===== src/rtl/lc3b_types.sv =====
// Shared LC-3b word type plus the payload and state types of the BTB resolve path.
package lc3b_types;

  localparam int unsigned WORD_W = 16;

  typedef logic [WORD_W-1:0] lc3b_word;

  typedef struct packed {
    lc3b_word pc;
    logic     btb_hit;
    logic     pred_taken;
    lc3b_word pred_target;
  } btb_pred_entry;

  typedef enum logic {
    RUN     = 1'b0,
    RECOVER = 1'b1
  } btb_res_state;

endpackage


===== src/rtl/btb_pred_queue.sv =====
// In-order FIFO of fetch-time BTB predictions awaiting resolution at writeback.
module btb_pred_queue
  import lc3b_types::*;
#(
  parameter int unsigned DEPTH = 4
) (
  input  logic                         clk,
  input  logic                         reset_n,
  input  logic                         push_i,
  input  btb_pred_entry                push_data_i,
  input  logic                         pop_i,
  input  logic                         flush_i,
  output btb_pred_entry                head_data_o,
  output logic                         full_o,
  output logic                         empty_o,
  output logic [$clog2(DEPTH+1)-1:0]   count_o
);

  localparam int unsigned PTR_W = $clog2(DEPTH);
  localparam int unsigned CNT_W = $clog2(DEPTH + 1);

  btb_pred_entry mem_q [DEPTH];

  logic [PTR_W-1:0] head_q, head_d;
  logic [PTR_W-1:0] tail_q, tail_d;
  logic [CNT_W-1:0] count_q, count_d;
  logic             do_push;
  logic             do_pop;

  assign full_o      = (count_q == CNT_W'(DEPTH));
  assign empty_o     = (count_q == '0);
  assign count_o     = count_q;
  assign head_data_o = mem_q[head_q];

  // Push into a full queue is legal only when the head leaves in the same cycle.
  assign do_push = push_i & (~full_o | pop_i) & ~flush_i;
  assign do_pop  = pop_i & ~empty_o & ~flush_i;

  always_comb begin
    head_d  = head_q;
    tail_d  = tail_q;
    count_d = count_q;
    if (flush_i) begin
      head_d  = tail_q;
      count_d = '0;
    end else begin
      if (do_push) tail_d = tail_q + PTR_W'(1);
      if (do_pop)  head_d = head_q + PTR_W'(1);
      count_d = count_q + CNT_W'(do_push) - CNT_W'(do_pop);
    end
  end

  always_ff @(posedge clk or negedge reset_n) begin
    if (!reset_n) begin
      head_q  <= '0;
      tail_q  <= '0;
      count_q <= '0;
    end else begin
      head_q  <= head_d;
      tail_q  <= tail_d;
      count_q <= count_d;
    end
  end

  // Storage needs no reset; occupancy alone says which slots are live.
  always_ff @(posedge clk) begin
    if (do_push) mem_q[tail_q] <= push_data_i;
  end

endmodule


===== src/rtl/btb_resolve_unit.sv =====
// Resolves fetched branches against their BTB predictions and drives BTB update / redirect.
// Optional saturating statistics counters are built when BTB_STATS_EN is defined.
module btb_resolve_unit
  import lc3b_types::*;
#(
  parameter int unsigned DEPTH       = 4,
  parameter int unsigned RECOVER_CYC = 2,
  parameter int unsigned CNT_W       = 16
) (
  input  logic             clk,
  input  logic             reset_n,
  input  logic             fetch_push,
  input  lc3b_word         fetch_pc,
  input  logic             fetch_btb_hit,
  input  logic             fetch_pred_taken,
  input  lc3b_word         fetch_pred_target,
  output logic             fetch_stall,
  input  logic             res_valid,
  input  lc3b_word         res_pc,
  input  logic             res_taken,
  input  lc3b_word         res_target,
  output logic             wb_sel,
  output lc3b_word         wb_pc,
  output lc3b_word         wb_pred_addr,
  output logic             wb_btb_hit,
  output logic             branch_enable,
  output logic             redirect,
  output lc3b_word         redirect_pc,
  output logic             full,
  output logic             empty,
  output logic             sync_error,
  output logic [CNT_W-1:0] stat_resolved,
  output logic [CNT_W-1:0] stat_mispred
);

  localparam int unsigned QCNT_W = $clog2(DEPTH + 1);
  localparam int unsigned RC_W   = $clog2(RECOVER_CYC + 1);

  btb_res_state      state_q, state_d;
  logic [RC_W-1:0]   rcnt_q, rcnt_d;

  btb_pred_entry     q_head;
  btb_pred_entry     q_push_data;
  logic              q_full;
  logic              q_empty;
  logic [QCNT_W-1:0] q_count;

  logic     run_c;
  logic     pop_c;
  logic     push_c;
  logic     empty_pop_c;
  logic     sync_err_c;
  logic     hit_c;
  logic     pt_c;
  logic     mispred_c;

  logic     wb_sel_q, wb_btb_hit_q, branch_enable_q, redirect_q, sync_error_q;
  lc3b_word wb_pc_q, wb_pred_addr_q, redirect_pc_q;

  assign run_c = (state_q == RUN);
  assign pop_c = res_valid & run_c;

  assign fetch_stall = run_c & fetch_push & q_full & ~pop_c;
  assign push_c      = run_c & fetch_push & ~fetch_stall & ~mispred_c;

  assign q_push_data = '{pc: fetch_pc, btb_hit: fetch_btb_hit,
                         pred_taken: fetch_pred_taken, pred_target: fetch_pred_target};

  btb_pred_queue #(.DEPTH(DEPTH)) u_queue (
    .clk         (clk),
    .reset_n     (reset_n),
    .push_i      (push_c),
    .push_data_i (q_push_data),
    .pop_i       (pop_c),
    .flush_i     (mispred_c),
    .head_data_o (q_head),
    .full_o      (q_full),
    .empty_o     (q_empty),
    .count_o     (q_count)
  );

  // Compare the oldest prediction with the writeback outcome; a lost sync is a mispredict.
  assign empty_pop_c = (q_count == '0);
  assign sync_err_c  = empty_pop_c | (q_head.pc != (res_pc - 16'h2));
  assign hit_c       = empty_pop_c ? 1'b0 : q_head.btb_hit;
  assign pt_c        = hit_c & q_head.pred_taken;
  assign mispred_c   = pop_c & (sync_err_c | (pt_c != res_taken) |
                                (res_taken & pt_c & (q_head.pred_target != res_target)));

  always_comb begin
    state_d = state_q;
    rcnt_d  = rcnt_q;
    unique case (state_q)
      RUN: begin
        if (mispred_c) begin
          state_d = RECOVER;
          rcnt_d  = RC_W'(RECOVER_CYC - 1);
        end
      end
      RECOVER: begin
        if (rcnt_q == '0) state_d = RUN;
        else              rcnt_d  = rcnt_q - RC_W'(1);
      end
    endcase
  end

  always_ff @(posedge clk or negedge reset_n) begin
    if (!reset_n) begin
      state_q <= RUN;
      rcnt_q  <= '0;
    end else begin
      state_q <= state_d;
      rcnt_q  <= rcnt_d;
    end
  end

  // Strobes pulse for one cycle; payload fields hold until the next resolve.
  always_ff @(posedge clk or negedge reset_n) begin
    if (!reset_n) begin
      wb_sel_q        <= 1'b0;
      redirect_q      <= 1'b0;
      sync_error_q    <= 1'b0;
      wb_btb_hit_q    <= 1'b0;
      branch_enable_q <= 1'b0;
      wb_pc_q         <= '0;
      wb_pred_addr_q  <= '0;
      redirect_pc_q   <= '0;
    end else begin
      wb_sel_q     <= pop_c & (res_taken | hit_c);
      redirect_q   <= mispred_c;
      sync_error_q <= pop_c & sync_err_c;
      if (pop_c) begin
        wb_btb_hit_q    <= hit_c;
        branch_enable_q <= res_taken;
        wb_pc_q         <= res_pc;
        wb_pred_addr_q  <= res_target;
        redirect_pc_q   <= res_taken ? res_target : res_pc;
      end
    end
  end

  assign wb_sel        = wb_sel_q;
  assign wb_btb_hit    = wb_btb_hit_q;
  assign branch_enable = branch_enable_q;
  assign wb_pc         = wb_pc_q;
  assign wb_pred_addr  = wb_pred_addr_q;
  assign redirect      = redirect_q;
  assign redirect_pc   = redirect_pc_q;
  assign sync_error    = sync_error_q;
  assign full          = q_full;
  assign empty         = q_empty;

`ifdef BTB_STATS_EN
  logic [CNT_W-1:0] stat_res_q;
  logic [CNT_W-1:0] stat_mis_q;

  // Saturating counters: they stick at all-ones rather than wrapping.
  always_ff @(posedge clk or negedge reset_n) begin
    if (!reset_n) begin
      stat_res_q <= '0;
      stat_mis_q <= '0;
    end else begin
      if (pop_c && (stat_res_q != '1))     stat_res_q <= stat_res_q + CNT_W'(1);
      if (mispred_c && (stat_mis_q != '1)) stat_mis_q <= stat_mis_q + CNT_W'(1);
    end
  end

  assign stat_resolved = stat_res_q;
  assign stat_mispred  = stat_mis_q;
`else
  assign stat_resolved = '0;
  assign stat_mispred  = '0;
`endif

endmodule


===== config.mk =====
export PLATFORM = sky130hd
export DESIGN_NAME = btb_resolve_unit
export DESIGN_NICKNAME = d
export VERILOG_FILES = /design/src/rtl/lc3b_types.sv /design/src/rtl/btb_pred_queue.sv /design/src/rtl/btb_resolve_unit.sv
export SDC_FILE = /design/constraint.sdc
export NUM_CORES = 1
export LEC_CHECK = 0
export BUFFER_PORTS_ARGS = -buffer_cell sky130_fd_sc_hd__clkbuf_2
export CAP_MARGIN = 15
export CORE_ASPECT_RATIO = 2
export CORE_MARGIN = 5
export CORE_UTILIZATION = 40
export CTS_CLUSTER_DIAMETER = 120
export CTS_CLUSTER_SIZE = 10
export DETAILED_ROUTE_END_ITERATION = 10
export SYNTH_ARGS = -nofsm -noshare
export SYNTH_HDL_FRONTEND = slang
export SYNTH_SLANG_ARGS = --single-unit

===== constraint.sdc =====
create_clock -name clk -period 6.8 [get_ports clk]
set_clock_uncertainty 0.2 [all_clocks]
set_input_delay 1.36 -clock clk [delete_from_list [all_inputs] [get_ports clk]]
set_output_delay 1.36 -clock clk [all_outputs]
set_load 0.01 [all_outputs]

### After elaboration in Yosys (flattened, before gate mapping)

Memory sizes are Yosys's and may differ from the RTL's.
Index checks and enable logic that the tools add are counted.

| storage, ports and cells | value |
|---|---|
| bits in latches | 0 |
| word-level logic and storage cells | 71 |
| bits in writable memories | 136 |
| bits in read-only memories | 0 |
| flip-flop bits (word level) | 63 |
| memories kept | 1 |

Memories:

| memory | words | width | read ports | clocked after memory_dff | wr ports | line | source |
|---|---|---|---|---|---|---|---|
| u_queue.mem_q | 4 | 34 | 1 | 0 | 1 | btb_pred_queue.sv:22 | `btb_pred_entry mem_q [DEPTH];` |

| cells by class | value |
|---|---|
| bitwise operators | 27 |
| shift-type cells | 0 |
| $lt $le $gt $ge | 0 |
| mux-type cells | 13 |
| div/mod/pow operators | 0 |
| $mul | 0 |
| reduce and logical (&&, ||, !) cells | 5 |
| equal/unequal tests | 6 |
| add/subtract/negate cells | 6 |

Operator list:

| kind | count |
|---|---|
| $ne 16x16->1 | 2 |
| $and 1x1->1 | 16 |
| $mux 16 | 1 |
| $sub 16x2->16 const B | 1 |
| $mux 2 | 4 |
| $not 1->1 | 6 |
| $mux 1 | 5 |
| $or 1x1->1 | 5 |
| $add 2x1->2 const B | 2 |
| $pmux 2 s2 | 1 |
| $reduce_and 2->1 | 2 |
| $add 3x1->3 | 1 |
| $eq 3x3->1 const B | 1 |
| $logic_not 3->1 | 1 |
| $mux 3 | 1 |
| $sub 3x1->3 | 1 |
| $logic_not 2->1 | 1 |
| $ne 2x1->1 const B | 1 |
| $ne 2x2->1 const B | 1 |
| $pmux 1 s2 | 1 |
| $reduce_bool 2->1 | 1 |
| $sub 2x1->2 const B | 1 |
| $ne 1x1->1 | 1 |

### Depth between registers and ports, before layout

| logic depth | value |
|---|---|
| depth after elaboration | 14 |
| depth in mapped cells | 19 |
| depth with buffers taken out | 18 |

### Modules after synthesis

Synthesis repeated with hierarchy kept, for this count alone.

| unflattened totals | value |
|---|---|
| cell total of the unflattened synthesis | 604 |
| area total of the unflattened synthesis | 8725.9 µm² |

By module, submodules not included:

| module | instances | area an instance (µm²) | cells each | sequential area each (µm²) |
|---|---|---|---|---|
| btb_pred_queue | 1 | 5393.9 | 223 | 4259.1 |
| btb_resolve_unit | 1 | 3331.9 | 381 | 1401.3 |

### Worst setup path before layout

Ideal clock, no wire load.

| timing path | value |
|---|---|
| path kind | input -> register |
| from | input port res_pc[1] |
| to | memory u_queue.mem_q[0][0] (netlist bit) (enable) |
| setup slack | 1.107 ns |
| cell stages on the path | 10 |
| buffers on the path | 0 |
| required time | 6.175 ns |
| setup time | 0.425 ns |
| arrival | 5.068 ns |
| cells stage by stage | inv_1 -> ha_1 -> or3b_2 -> xnor3_1 -> nor4_2 -> nand3_1 -> or4_4 -> nor4_4 -> o21bai_2 -> nor2_1 |

| on the way | value |
|---|---|
| word-level cells in the longest chain between the ends | 12 |

RTL lines:

| what | line | source |
|---|---|---|
| start, declared | btb_resolve_unit.sv:19 | `input lc3b_word res_pc,` |
| $sub 16x2->16 (*) | btb_resolve_unit.sv:84 | `assign sync_err_c = empty_pop_c \| (q_head.pc != (res_pc - 16'h2));` |
| $ne 16x16->1 (*) | btb_resolve_unit.sv:84 |  |
| $or 1x1->1 (*) | btb_resolve_unit.sv:84 |  |
| $or 1x1->1 (*) (2 in series) | btb_resolve_unit.sv:87 | `assign mispred_c = pop_c & (sync_err_c \| (pt_c != res_taken) \|` |
| $and 1x1->1 (*) | btb_resolve_unit.sv:87 |  |
| $not 1->1 (no line) (*) | -- |  |
| $and 1x1->1 | btb_resolve_unit.sv:64 | `assign push_c = run_c & fetch_push & ~fetch_stall & ~mispred_c;` |
| $and 1x1->1 | btb_pred_queue.sv:36 | `assign do_push = push_i & (~full_o \| pop_i) & ~flush_i;` |
| $and 1x1->1 (*) | btb_pred_queue.sv:36 |  |
| $mux 1 (*) | btb_pred_queue.sv:67 | `if (do_push) mem_q[tail_q] <= push_data_i;` |
| $mux 1 (not written as such) (*) | btb_pred_queue.sv:67 |  |
| end, declared | btb_pred_queue.sv:22 |  |

Mark *: on every way between the ends. The rest lies on a longest branch, timed or not.

### Worst setup path in the final report

| timing path | value |
|---|---|
| from | input port res_pc[1] |
| to | register u_queue.count_q[2] (netlist: u_queue.count_o[2]) |

| on the way | value |
|---|---|
| word-level cells in the longest chain between the ends | 13 |
| elaborated cells on any way between the ends | 14 |
| those cells by class | add/sub: 3; eq/ne: 1; mux: 1; bitwise: 9 |

RTL lines:

| what | line | source |
|---|---|---|
| $sub 16x2->16 (*) | btb_resolve_unit.sv:84 |  |
| $ne 16x16->1 (*) | btb_resolve_unit.sv:84 |  |
| $or 1x1->1 (*) | btb_resolve_unit.sv:84 |  |
| $or 1x1->1 (*) (2 in series) | btb_resolve_unit.sv:87 |  |
| $and 1x1->1 (*) | btb_resolve_unit.sv:87 |  |
| $not 1->1 (no line) | -- |  |
| $and 1x1->1 | btb_resolve_unit.sv:64 |  |
| $and 1x1->1 (2 in series) | btb_pred_queue.sv:36 |  |
| $add 3x1->3 | btb_pred_queue.sv:49 | `count_d = count_q + CNT_W'(do_push) - CNT_W'(do_pop);` |
| $sub 3x1->3 | btb_pred_queue.sv:49 |  |
| $mux 3 (*) | btb_pred_queue.sv:43 | `if (flush_i) begin` |
| named net u_queue.count_d[2] | btb_pred_queue.sv:26 | `logic [CNT_W-1:0] count_q, count_d;` |
| end signal, assigned | btb_pred_queue.sv:61 | `count_q <= count_d;` |
| end, declared | btb_pred_queue.sv:26 |  |

The timed path passes the listed nets; every way through them passes the cells marked *.
A chain may end at the register's enable or synchronous reset.

==> out/qor.txt <==
outcome - complete, no violations
area taken by multi-input logic gates - 0.00268 mm²
average wire length per cell after detail routing - 21.7 µm
sequential standard cell area - 0.00566 mm²
number of max-capacitance violations reported - 0
number of nets at the end of the flow - 740
total CTS buffers - 17
Post-route DRC - 0
buffers inserted during post-CTS setup optimization - 0
post-route clock period utilization - 73.4%
cell leakage power - 3.90 nW
buffer cell driving the clock tree root - sky130_fd_sc_hd__clkbuf_16
top cells by count, synth - sky130_fd_sc_hd__edfxtp_1 (136), sky130_fd_sc_hd__dfrtp_1 (63), sky130_fd_sc_hd__mux4_2 (33), sky130_fd_sc_hd__buf_4 (32), sky130_fd_sc_hd__nand2_1 (32)
HPWL reported at the end of detailed placement - 14,800 µm
unrepaired setup endpoints after global routing - no
Cells on Worst Hold Path - 2
combinational family with the most area after synthesis - multiplexers
overall die height - 218 µm
total routed wirelength - 20,500 µm
share of synthesized area spent on multiplexers - 15.2%
launching element type of the critical path - input port
top_reg_cell synth - sky130_fd_sc_hd__edfxtp_1
quantity of hold-fixing buffers added after cts - 0
Hold Fails Final Rpt - 0
gr usage total - 17.4%
post-synthesis average cell area - 16.2 µm²
adder-cell area share of the yosys netlist - 1.54%
pre-CTS setup slack - 1330 ps
I/O Buffers - 126
Clock H-tree levels - 4
violation count after the first detailed-route iteration - 183
area fraction in compound gates after synthesis - 2.68%
insertion delay of the later-clocked pin in the worst-skew pair - 440 ps
highest attainable clock frequency - 200 MHz
cell with the most instances after synthesis - sky130_fd_sc_hd__edfxtp_1
fraction of layout instances using a drive strength above 1 - 35.9%
max-slew violation total from the final report - 0
type of the most critical hold path - reg -> reg
clock net sink count - 199
initial core utilization - 40.3%
post-synthesis cell type count - 54
Syn-to-layout area delta - 16.2%
minimum clock period after layout - 4990 ps
worst hold margin - 286 ps
weighted congestion at the end of routability-driven global placement - 0.796
number of cells traversed by the worst register-to-register path - 17
count of endpoints failing setup in the final report - 0
Post-synth EDFFs - 136
fraction of synthesized cell area taken by the top area cell type - 47.4%
worst-path cell chain - clkbuf_2 -> inv_1 -> ha_1 -> or3b_2 -> xnor3_1 -> nor4_2 -> nand3_1 -> or3_1 -> nor3_1 -> nand2_1 -> nor3_1 -> ha_1 -> inv_1 -> ha_1 -> inv_1 -> fa_1 -> xor2_1 -> xnor2_1 -> nor2_1
element type at the critical path end - register
required time of the worst setup path - 6910 ps
die width - 114 µm
async set-or-reset flop fraction in the synthesized netlist - 31.7%
aggregate negative setup slack - 0 ps
Setup CP Type - in -> reg
CTS clock-pin slew for the worst setup and hold paths - 80 ps
number of antenna violations at the first check in global routing - 0
fraction of the yosys area taken by sequential cells - 65.6%
number of fill cells in the layout - 1,886
area of the die - 0.0248 mm²
fraction of the core area covered by cells at the end of the flow - 46.8%
number of placement rows - 76
Worst Max-Slew Pin Slew - 920 ps
TritonCTS clock tree - built
XOR/XNOR share of the synthesized area - 4.09%
post-synthesis sequential element count - 199
floorplan core area - 0.0214 mm²
post-cts sizing count - 0
mean number of vias per cell - 5.11
Final ANT Viol Nets - 0
normalized max-slew margin - 38.6%
cell with the biggest individual delay on the critical path - sky130_fd_sc_hd__or3b_2
crit-path max FO - 6
wire length of the first global-routing pass - 31,400 µm
Pre-antenna DRT Iters - 5
via count of the first global-routing pass - 5,153
mapped cell area - 0.00862 mm²
maximum number of pins on one net before global-route repair - 83
count of synthesis-stage warnings from yosys - 0
deepest clock path buffer count - 2
Pwr Total - 3.99 mW
global route overflow - 0
Worst EP arrival - 5110 ps
delay of the slowest critical-path stage - 510 ps
largest voltage drop on the vdd net - 0.197 mV
simple-gate portion of the synthesized area - 5.96%
post-route setup slack - 1810 ps
Post-Syn Instances - 531
power density of the placed cells - 398 mW/mm²
via count - 4,828
cell types with the largest area share after synthesis - sky130_fd_sc_hd__edfxtp_1 (47%), sky130_fd_sc_hd__dfrtp_1 (18%), sky130_fd_sc_hd__mux4_2 (8.6%)
count of inserted antenna diode cells - 0
Synth area leader - sky130_fd_sc_hd__edfxtp_1
Ports - 159
==> sequential cells by signal (all words and copies together), names as in the netlist, 2 cells and up <==
name and flops:
wb_pred_addr 16, rcnt_q 2, u_queue.mem_q 136, u_queue.count_o 3, wb_pc 16, u_queue.tail_q 2
u_queue.head_q 2, redirect_pc 16
==> cell usage in the layout (no fill, tap or decap), types with 9 or more instances in the layout <==
cell | synthesis | final
sky130_fd_sc_hd__o21ai_0 | 22 | 22
sky130_fd_sc_hd__edfxtp_1 | 136 | 136
sky130_fd_sc_hd__mux4_2 | 33 | 33
sky130_fd_sc_hd__nand2_1 | 32 | 32
sky130_fd_sc_hd__conb_1 | 1 | 32
sky130_fd_sc_hd__inv_1 | 16 | 16
sky130_fd_sc_hd__xnor2_1 | 19 | 19
sky130_fd_sc_hd__xor2_1 | 11 | 11
sky130_fd_sc_hd__mux2i_1 | 18 | 18
sky130_fd_sc_hd__clkbuf_16 | 0 | 17
sky130_fd_sc_hd__dfrtp_1 | 63 | 62
sky130_fd_sc_hd__clkbuf_2 | 0 | 125
sky130_fd_sc_hd__mux2_2 | 31 | 31
sky130_fd_sc_hd__ha_1 | 9 | 9
==> cells by family after synthesis <==
family	Yosys count
flip-flops	199
XOR/XNOR	34
AO/OA/AOI/OAI	39
multiplexers	84
other	1
AND/OR/NAND/NOR	93
adder cells (fa/ha/maj)	10
buffers and inverters	71
==> layer usage <==
metal,GRT usage [%],share of wire [%],vias to the layer above
met5,0,0,-
li1,-,-,2186
met2,31.6,56,145
met1,19.3,36,2471
met4,6.98,2.9,0
met3,3.97,4.9,26
==> worst paths after layout <==
path / slack [ps] / end / from
min: 290 / redirect_pc[15]$_DFFE_PN0P_ / redirect_pc[15]$_DFFE_PN0P_
min reg2reg: 290 / redirect_pc[15]$_DFFE_PN0P_ / redirect_pc[15]$_DFFE_PN0P_
max: 1810 / u_queue.count_o[2]$_DFF_PN0_ / res_pc[1]
min in group asynchronous: 910 / redirect_pc[1]$_DFFE_PN0P_ / reset_n
max reg2reg: 1920 / u_queue.count_o[2]$_DFF_PN0_ / u_queue.head_q[0]$_DFFE_PN0P_
max in group asynchronous: 4880 / u_queue.head_q[0]$_DFFE_PN0P_ / reset_n
==> layout make-up <==
class	instances	area share, %
Multi-Input combinational cell	292	26.8
Clock buffer	18	4.28
Clock inverter	14	1.59
Timing Repair Buffer	133	6.82
Sequential cell	199	56.5
Tap cell	273	3.41
Inverter	16	0.600
==> worst max-delay path, delay by kind of cell <==
family | cells | cell delay, ps
xor gates and xnor gates | 3 | 550
adders and majority gates | 4 | 970
buffers and inverters | 4 | 320
and+or+nand+nor | 8 | 1910
==> report_power, final <==
part	switching (mW)	internal [mW]
Clock	0.475	0.524
Sequential	0.166	1.58
Combinational	0.658	0.584
==> per-stage QoR <==
| stage | instances | cell area, µm² |
|---|---|---|
| global route | 945 | 10000 |
| CTS | 945 | 10000 |
| floorplan | 562 | 8740 |
| detailed placement | 913 | 9430 |
| global placement | 913 | 9430 |
| finish | 945 | 10000 |
No activity file was read; power rests on OpenSTA's default activity.
